$ cat config.mk
export PLATFORM = sky130hd
export DESIGN_NAME = alu_exec_unit
export DESIGN_NICKNAME = d
export VERILOG_FILES = /design/src/rtl/alu_exec_unit.sv
export SDC_FILE = /design/constraint.sdc
export NUM_CORES = 1
export LEC_CHECK = 0
export CAP_MARGIN = 0
export CORE_MARGIN = 2
export CORE_UTILIZATION = 50
export DETAILED_ROUTE_END_ITERATION = 16
export DONT_BUFFER_PORTS = 1
export SYNTH_ARGS = -nofsm -noshare
export SYNTH_HDL_FRONTEND = slang
export SYNTH_SLANG_ARGS = --single-unit
export TNS_END_PERCENT = 30
$ cat constraint.sdc
create_clock -name clk_i -period 19 [get_ports clk_i]
set_input_delay 5.7 -clock clk_i [delete_from_list [all_inputs] [get_ports clk_i]]
set_output_delay 5.7 -clock clk_i [all_outputs]
set_load 0.01 [all_outputs]
$ cat src/rtl/alu_exec_unit.sv
// Single-issue ALU: one-cycle logic/shift/add ops, and a 32-cycle iterative multiplier.
// Each result is held in DONE until the consumer takes it.
module alu_exec_unit #(
  parameter int WIDTH = 32
) (
  input  logic             clk_i,
  input  logic             rst_i,
  input  logic             in_valid_i,
  output logic             in_ready_o,
  input  logic [3:0]       ALUCtrl_i,
  input  logic [WIDTH-1:0] data1_i,
  input  logic [WIDTH-1:0] data2_i,
  output logic             out_valid_o,
  input  logic             out_ready_i,
  output logic [WIDTH-1:0] result_o,
  output logic             zero_o,
  output logic             err_o,
  output logic             busy_o
);
  localparam int SHW = $clog2(WIDTH);

  typedef enum logic [1:0] {IDLE, MUL, DONE} state_e;

  state_e           state_q, state_d;
  logic [SHW-1:0]   cnt_q, cnt_d;
  logic [WIDTH-1:0] mcand_q, mcand_d;
  logic [WIDTH-1:0] mplier_q, mplier_d;
  logic [WIDTH-1:0] acc_q, acc_d;
  logic [WIDTH-1:0] result_q, result_d;
  logic             zero_q, zero_d;
  logic             err_q, err_d;

  logic [WIDTH-1:0] alu_res;
  logic             alu_illegal;
  logic [WIDTH-1:0] acc_step;
  logic [SHW-1:0]   shamt;

  assign shamt = data2_i[SHW-1:0];

  // Single-cycle ops, evaluated straight from the inputs at the accept edge
  always_comb begin
    alu_res     = '0;
    alu_illegal = 1'b0;
    case (ALUCtrl_i)
      4'd1:    alu_res = data1_i & data2_i;
      4'd2:    alu_res = data1_i ^ data2_i;
      4'd3:    alu_res = data1_i << shamt;
      4'd4:    alu_res = data1_i + data2_i;
      4'd5:    alu_res = data1_i - data2_i;
      4'd6:    alu_res = '0;
      4'd7:    alu_res = $signed(data1_i) >>> shamt;
      4'd8:    alu_res = data1_i | data2_i;
      default: alu_illegal = 1'b1;
    endcase
  end

  assign acc_step = acc_q + (mplier_q[0] ? mcand_q : '0);

  always_comb begin
    state_d  = state_q;
    cnt_d    = cnt_q;
    mcand_d  = mcand_q;
    mplier_d = mplier_q;
    acc_d    = acc_q;
    result_d = result_q;
    zero_d   = zero_q;
    err_d    = err_q;
    case (state_q)
      IDLE: begin
        if (in_valid_i) begin
          if (ALUCtrl_i == 4'd6) begin
            state_d  = MUL;
            cnt_d    = '0;
            mcand_d  = data1_i;
            mplier_d = data2_i;
            acc_d    = '0;
          end else begin
            state_d  = DONE;
            result_d = alu_res;
            zero_d   = (alu_res == '0);
            err_d    = alu_illegal;
          end
        end
      end
      MUL: begin
        // One multiplier bit per cycle, LSB first; low WIDTH bits only
        acc_d    = acc_step;
        mcand_d  = mcand_q << 1;
        mplier_d = mplier_q >> 1;
        cnt_d    = cnt_q + 1'b1;
        if (cnt_q == '1) begin
          state_d  = DONE;
          result_d = acc_step;
          zero_d   = (acc_step == '0);
          err_d    = 1'b0;
        end
      end
      DONE: begin
        if (out_ready_i) begin
          state_d = IDLE;
          zero_d  = 1'b0;
          err_d   = 1'b0;
        end
      end
      default: state_d = IDLE;
    endcase
  end

  always_ff @(posedge clk_i) begin
    if (rst_i) begin
      state_q  <= IDLE;
      cnt_q    <= '0;
      mcand_q  <= '0;
      mplier_q <= '0;
      acc_q    <= '0;
      result_q <= '0;
      zero_q   <= 1'b0;
      err_q    <= 1'b0;
    end else begin
      state_q  <= state_d;
      cnt_q    <= cnt_d;
      mcand_q  <= mcand_d;
      mplier_q <= mplier_d;
      acc_q    <= acc_d;
      result_q <= result_d;
      zero_q   <= zero_d;
      err_q    <= err_d;
    end
  end

  assign in_ready_o  = (state_q == IDLE);
  assign out_valid_o = (state_q == DONE);
  assign busy_o      = (state_q != IDLE);
  assign result_o    = result_q;
  assign zero_o      = zero_q;
  assign err_o       = err_q;

endmodule

== Yosys cells after proc, flatten, opt, wreduce, memory -nomap -nowiden ==
Cells that the tools add are included.
Storage, ports and cells
  output and inout bits: 37
  flip-flop bits (word level): 137
Operators by class
  reductions and logical operators: 11
  add/sub/neg operators: 4
  equality and inequality tests: 16
  shifts and indexed selects: 2
  bitwise operators: 3
  mux-type cells: 33
Operators with widths (count)
  $mux 32: 10
  $pmux 32 s2: 4
  $pmux 32 s7: 1
  $add 32x32->32: 2
  $logic_not 32->1: 2
  $and 32x32->32: 1
  $or 32x32->32: 1
  $shl 32x5->32: 1
  $sshr 32x5->32: 1
  $sub 32x32->32: 1
  $xor 32x32->32: 1
  $eq 4x3->1 const B: 4
  $mux 5: 2
  $pmux 5 s2: 1
  $eq 4x2->1 const B: 2
  $mux 1: 8
  $mux 2: 4
  $reduce_or 7->1: 1
  $ne 2x2->1 const B: 3
  $pmux 1 s3: 2
  $pmux 2 s3: 1
  $reduce_and 3->1: 2
  $add 5x1->5 const B: 1
  $eq 5x5->1 const B: 1
  other kinds (10): 12

== Depth between registers and ports, before layout ==
Gate-level depths: netlist (run 1).
  word-level depth: 6
  gate-level depth with buffers: 29

== Worst setup path before layout (run 1) ==
Ideal clock, no wire load.
  path type: input to register
  start point: input ALUCtrl_i[2]
  end point: register zero_q (netlist: zero_o)
  path slack: 8.132 ns
  library setup time: 0.093 ns
  buffers on the path: 5
  required time: 18.907 ns
  arrival time: 10.775 ns
  cell stages on the path: 21
  path through: clkbuf_1 -> clkbuf_1 -> nor3b_1 -> clkbuf_1 -> buf_1 -> and2_1 -> clkbuf_1 -> nor2_1 -> xnor2_1 -> ha_1 -> nor2b_1 -> o311ai_0 -> a211oi_1 -> o21bai_1 -> or3_1 -> a21oi_1 -> or4_1 -> nor4_1 -> nand4_1 -> or2_0 -> o311ai_2
Between the ends
  word-level cells in the longest chain between the ends: 6
Ends and longest elaborated chain
  from (decl): RTL line 10  | input logic [3:0] ALUCtrl_i,
  $eq 4x4->1 (tied with other cells): RTL line 44  | case (ALUCtrl_i)
  $pmux 32 s7: RTL line 44
  $logic_not 32->1: RTL line 80  | zero_d = (alu_res == '0);
  $mux 1: RTL line 71  | if (ALUCtrl_i == 4'd6) begin
  $mux 1: RTL line 70  | if (in_valid_i) begin
  $pmux 1 s3: RTL line 68  | case (state_q)
  to (signal assigned): RTL line 126  | zero_q <= zero_d;
  to (decl): RTL line 30  | logic zero_q, zero_d;
Parallel ways exist; a longest one is shown, timed or not. The select of a mux whose other input is x is not followed.
A chain may end at the register's enable or synchronous reset.

== Final worst setup path (run 1) ==
  start point: input data2_i[3]
  end point: register zero_q (netlist: zero_o)
Between the ends
  word-level cells in the longest chain between the ends: 6
Ends and longest elaborated chain
  from (decl): RTL line 12  | input logic [WIDTH-1:0] data2_i,
  $sub 32x32->32 (tied with other cells): RTL line 49  | 4'd5: alu_res = data1_i - data2_i;
  $pmux 32 s7 *: RTL line 44
  $logic_not 32->1 *: RTL line 80
  $mux 1 *: RTL line 71
  $mux 1 *: RTL line 70
  $pmux 1 s3 *: RTL line 68
Every way passes the cells marked *; elsewhere a longest branch is shown, timed or not. The select of a mux whose other input is x is not followed.

==> impl_metrics.yaml, run 1 <==
die:
  core_area_um2: 31400
  rows: 65
  die_h_um: 182
  dieWidth_um: 182
  io_pins: 109
  start_util: 0.505
  die-area_um2: 33100
finish:
  drive_gt1_frac: 0.0699
  mostFrequentLayoutCells: "nor2_1 (239), nand2_1 (205), a21oi_1 (159), dfxtp_1 (137), ha_1 (133)"
  final_cells: 2391
  nets: 2184
  seqCellArea_um2: 2740
  multiInputGateArea_um2: 12200
  fillCellCount: 3096
  syn_to_final_growth_pct: 4.13
  layout_commonest_cell: "nor2_1"
sta:
  worst_pin_slew_ns: 1.13
  finClkSkew_ns: 0.0172
  rsz0062_at_grt: "false"
  layout_min_cycle_time_ns: 10.43
  drv_slew: 0
  holdWs_ns: 0.458
  setup_viol: 0
  tns_ns: 0
  max_freq_mhz: 95.9
  hold_violations: 0
  relSlewSlack: 0.242
  fin_crit_sh: 0.549
detailed_routing:
  routedWlPerCell_um: 29.7
  first_pass_iters: 6
  drtIter0Drc: 2190
  drc: 0
  drt-total-wl_um: 71000
  ant_nets: 0
  via_count: 16700
  vias_per_cell: 7.01
grt:
  use_met2: 0.640
  grt-busiest-layer: "met2"
  grt_max_degree: 134
  track_usage: 0.422
  antenna_found_initial: 0
  use_met3: 0.102
  use_met1: 0.552
  grt_first_pass_wirelength_um: 104000
  grt_overflow: 0
  grt_pass1_vias: 15700
yosys:
  synth_top_flop_cell: "dfxtp_1"
  synth-edff-count: 0
  synth_nets: 2301
  synthCells: 2093
  yosysUniqueCellTypes: 95
  ys_seq_area_frac: 0.173
  syn-cell-area_um2: 15800
  ys_warn_count: 0
  ys_ff_latch: 137
  synthArstFlopShare: 0
  syn_avg_cell_area_um2: 7.57
placed_design:
  place.gp.congestion: 1.12
  hpwl_um: 53200
  io_buffers: 0
  dp.cells: 2359
cts:
  path_clk_slew_ns: 0.06
  cts_sinks: 137
  clk_latency_ns: 0.45
  ctsHoldBuffers: 0
  numCtsBuffers: 17
  cts_tree: "done"
  cts_max_level: 4
  cts_resized: 0
  cts_setup_buffers: 0
  clk_path_buf_depth: 2
  cts-root-buf: "clkbuf_16"
pwr:
  power_density_nw_per_um2: 59.3
  peakVddDrop_mv: 0.0614
  p_leak_uw: 0.00619
critical_path:
  worstPathRequired_ns: 19.36
  end_kind: "register"
  cp_max_fo: 58
  worst_ep_arrival_time_ns: 10.79
  critPathKind: "primary input to register"
  crit_path_start_kind: "primary input"
min_path:
  hold_path.class: "register to register"
job:
  drv_cap: 0
run_status:
  status: "finished clean"
-- cells in the mapped netlist, types with 23 or more instances --
cell        n  area share
nor2_1    239       0.057
nand2_1   205       0.049
a21oi_1   159       0.050
dfxtp_1   137        0.17
ha_1      134        0.11
clkbuf_1  128       0.030
mux2i_1   112       0.071
a211oi_1  105       0.050
o21ai_0   101       0.032
inv_1      83       0.020
xnor2_1    65       0.036
a22oi_1    42       0.020
and2_1     38       0.015
mux4_2     32       0.045
nand3_1    32       0.010
nand4_1    27       0.011
nor3_1     23      0.0073
o22ai_1    23      0.0091
-- power breakdown --
part | leakage, uW | internal, uW | switching (uW)
Sequential | 0.00111 | 299 | 12.8
Combinational | 0.00480 | 115 | 198
Clock | 0.000286 | 202 | 151
-- area by class of cell --
class / instances / share of cell area
antenna: 1 / 0.000152
clock inverter: 12 / 0.00857
timing repair buffer: 22 / 0.0100
sequential: 137 / 0.166
tap: 402 / 0.0305
inverter: 85 / 0.0193
clock buffer: 19 / 0.0275
multi-input combinational: 1713 / 0.738
-- final timing paths --
check / startpoint / cells after the start / to / slack, ns
hold reg to reg: cnt_q[4]$_SDFFE_PP0P_ / 2 / cnt_q[4]$_SDFFE_PP0P_ / 0.46
setup / recovery: data2_i[3] / 21 / zero_o$_SDFFE_PP0P_ / 8.57
setup reg to reg: mplier_q[0]$_SDFFE_PP0P_ / 15 / zero_o$_SDFFE_PP0P_ / 14.44
hold / removal: cnt_q[4]$_SDFFE_PP0P_ / 2 / cnt_q[4]$_SDFFE_PP0P_ / 0.46
-- state kept, by name (all words and copies together) (netlist names) --
register	count
mplier_q	32
result_o	32
err_o	1
state_q	2
cnt_q	5
zero_o	1
mcand_q	32
acc_q	32
-- kinds of logic (layout without fill, tap and decap cells) --
family,after synthesis,after routing,synth area share
and+or+nand+nor,679,679,0.200
AOI/OAI and AO/OA,642,642,0.272
buffers and inverters,243,138,0.0629
muxes,173,173,0.138
DFF,137,137,0.173
adders and majority gates,136,136,0.108
xor gates and xnor gates,83,83,0.0459
other,0,1,0
-- stage by stage --
| step | utilization | setup slack (ns) | power (uW) | area, um2 |
|---|---|---|---|---|
| finish | 0.526 | 8.57 | 978 | 16500 |
| global route | 0.525 | 8.21 | 1010 | 16500 |
| CTS | 0.525 | 8.79 | 969 | 16500 |
| detailed placement | 0.507 | 8.35 | 619 | 15900 |
| global placement | 0.507 | 8.39 | 618 | 15900 |
| floorplan | - | 8.13 | 542 | 15800 |
-- worst max-delay path: stages --
cell and delay (ns):
nor2_1 0.72, nand4_1 0.27, nor2_1 0.23, nand2_1 0.13, nor2_1 0.28, nand2_1 0.12
nor2_1 0.25, a41oi_1 0.20, xnor2_1 0.20, ha_1 0.44, o21ai_0 0.11, o2bb2ai_1 0.15
and3_1 0.21, a2111oi_2 0.30, nand4_1 0.24, a211oi_1 0.24, nand2_1 0.12, nor4_1 0.24
nand4_1 0.12, or2_0 0.23, o311ai_2 0.25
-- layer usage --
layer | wire length (um) | part of all wire | up-vias
li1 | - | - | 7515
met1 | 28400 | 0.40 | 7914
met2 | 30200 | 0.42 | 1083
met3 | 8040 | 0.11 | 237
met4 | 4370 | 0.062 | 0
met5 | 0 | 0 | -
Note: power is estimated with default switching activity, not from simulation.
==> inputs of run 2 (changes only) <==
PLACE_DENSITY = 0.68   (was not set)
clock period = 9.1 ns   (was 19 ns; I/O delays follow)
==> run 2 against run 1 <==
Setup slack got worse by 7.0 ns. Combinational power rose by 110%. Via count rose by 1.8%. Die area did not move. Cell area fell by 0.33%. Utilization fell by 0.18 points. Count of clock-buffer cells in the layout rose by 2. Sequential share of layout area rose by 0.056 points. Global-route usage fell by 0.58 points. Largest cell class unchanged. Highest routed layer is now met5.
==> impl_metrics.yaml, run 2 (synthesized netlist as in run 1, its figures left out) <==
finish:
  final_util: 0.524
  drive_gt1_frac: 0.0690
  final_cells: 2391
  syn_to_final_growth_pct: 3.78
  fillCellCount: 3121
  layout_commonest_cell: "nor2_1"
  nets: 2181
  mostFrequentLayoutCells: "nor2_1 (239), nand2_1 (205), a21oi_1 (159), dfxtp_1 (137), ha_1 (133)"
critical_path:
  regToRegSetupSlack_ns: 3.90
  cp_max_fo: 22
  critPathKind: "primary input to register"
  cp_cell_sequence: "nor2_1, nand2_1, nor3_2, and3_1, nand3_1, o31ai_1, xnor2_1, ha_1, a21oi_1, o21ai_0, a2111oi_2, nand4_1, a211oi_1, nand2_1, nor4_1, nand4_1, or2_0, o311ai_2"
  worstPathRequired_ns: 9.45
  crit_family: "simple AND/OR/NAND/NOR gates"
  worst_ep_arrival_time_ns: 7.89
  crit_path_start_kind: "primary input"
  cp_num_buf_inv: 0
  cp_slowest_cell: "a2111oi_2"
  end_kind: "register"
  slowest_delay_ns: 0.51
detailed_routing:
  m1WireLength_um: 26800
  first_pass_iters: 10
  drc: 0
  dr_wl_met3_um: 7670
  drtIter0Drc: 2589
  via_count: 17000
  ant_nets: 0
  wl_met2_um: 31100
  vias_per_cell: 7.13
  drt-total-wl_um: 70600
  routedWlPerCell_um: 29.5
  maxUsedRoutingLayer: "met5"
min_path:
  hold_path.class: "register to register"
sta:
  drv_slew: 0
  tns_ns: 0
  max_freq_mhz: 133
  worst_pin_slew_ns: 1.24
  fin_crit_sh: 0.829
  rsz0062_at_grt: "false"
  relSlewSlack: 0.162
  layout_min_cycle_time_ns: 7.54
  finClkSkew_ns: 0.0201
  setup_viol: 0
  hold_violations: 0
cts:
  cts_resized: 0
  numCtsBuffers: 17
  clk_latency_ns: 0.46
  cts_tree: "done"
  path_clk_slew_ns: 0.06
  cts_setup_buffers: 0
  clk_path_buf_depth: 2
  cts_max_level: 4
  cts_sinks: 137
  cts-root-buf: "clkbuf_16"
  ctsHoldBuffers: 0
placed_design:
  place.gp.congestion: 1.08
  io_buffers: 0
  hpwl_um: 53200
  dp.cells: 2356
grt:
  grt_overflow: 0
  grt_first_pass_wirelength_um: 103000
  grt_max_degree: 134
  grt_pass1_vias: 15700
  antenna_found_initial: 7
  track_usage: 0.417
die:
  die-area_um2: 33100
  io_pins: 109
  core_area_um2: 31400
  rows: 65
  dieWidth_um: 182
  start_util: 0.505
  die_h_um: 182
pwr:
  p_leak_uw: 0.00615
  peakVddDrop_mv: 0.144
  power_density_nw_per_um2: 120
run_status:
  status: "finished clean"
job:
  drv_cap: 0
run 2: final timing paths:
path | startpoint | endpoint | depth (start not counted)
worst max-delay path | data2_i[4] | zero_o$_SDFFE_PP0P_ | 18
worst max register to register | mplier_q[0]$_SDFFE_PP0P_ | zero_o$_SDFFE_PP0P_ | 12
worst min-delay path | acc_q[2]$_SDFFE_PP0P_ | acc_q[2]$_SDFFE_PP0P_ | 2
worst min register to register | acc_q[2]$_SDFFE_PP0P_ | acc_q[2]$_SDFFE_PP0P_ | 2
run 2: routing by layer:
metal | GRT usage | up-vias
met5 | 0 | -
met4 | 0.249 | 6
met3 | 0.114 | 279
met2 | 0.659 | 1132
met1 | 0.506 | 8110
li1 | - | 7519
run 2: report_power, final:
part,switching [uW],total [uW],internal (uW),leakage (uW)
Sequential,26.7,652,625,0.00111
Combinational,412,651,238,0.00478
Clock,298,666,368,0.000257
Total,737,1970,1230,0.00615
run 2: area by class of cell:
| type | count | area, um2 | area share |
|---|---|---|---|
| clock inverters | 10 | 71.3 | 0.00434 |
| diodes | 4 | 10.0 | 0.000609 |
| flip-flops and latches | 137 | 2740 | 0.167 |
| repair buffers | 19 | 143 | 0.00867 |
| inverters | 85 | 319 | 0.0194 |
| clock buffers | 21 | 470 | 0.0286 |
| well taps | 402 | 503 | 0.0306 |
| multi-input cells | 1713 | 12200 | 0.741 |
run 2: through the flow:
step | total power (uW) | hold WS, ns | setup slack (ns) | cell area [um2]
final | 1970 | 0.456 | 1.56 | 16400
after global routing | 2040 | 0.474 | 1.26 | 16400
after CTS | 1950 | 0.456 | 1.80 | 16400
after detailed placement | 1290 | 0.448 | 1.35 | 15900
after global placement | 1290 | 0.441 | 1.30 | 15900
after floorplan | 1130 | 0.435 | 1.20 | 15800
run 2: worst register-to-register path: stages, from the launching register on:
cell,delay [ns]
dfxtp_1,0.63
and2_1,0.32
ha_1,0.22
fa_1,0.44
a21oi_1,0.20
o21ai_0,0.17
a311oi_1,0.96
o21ai_0,0.35
a311oi_1,0.68
xnor2_1,0.38
nor4_1,0.37
nand4_1,0.26
o311ai_2,0.12
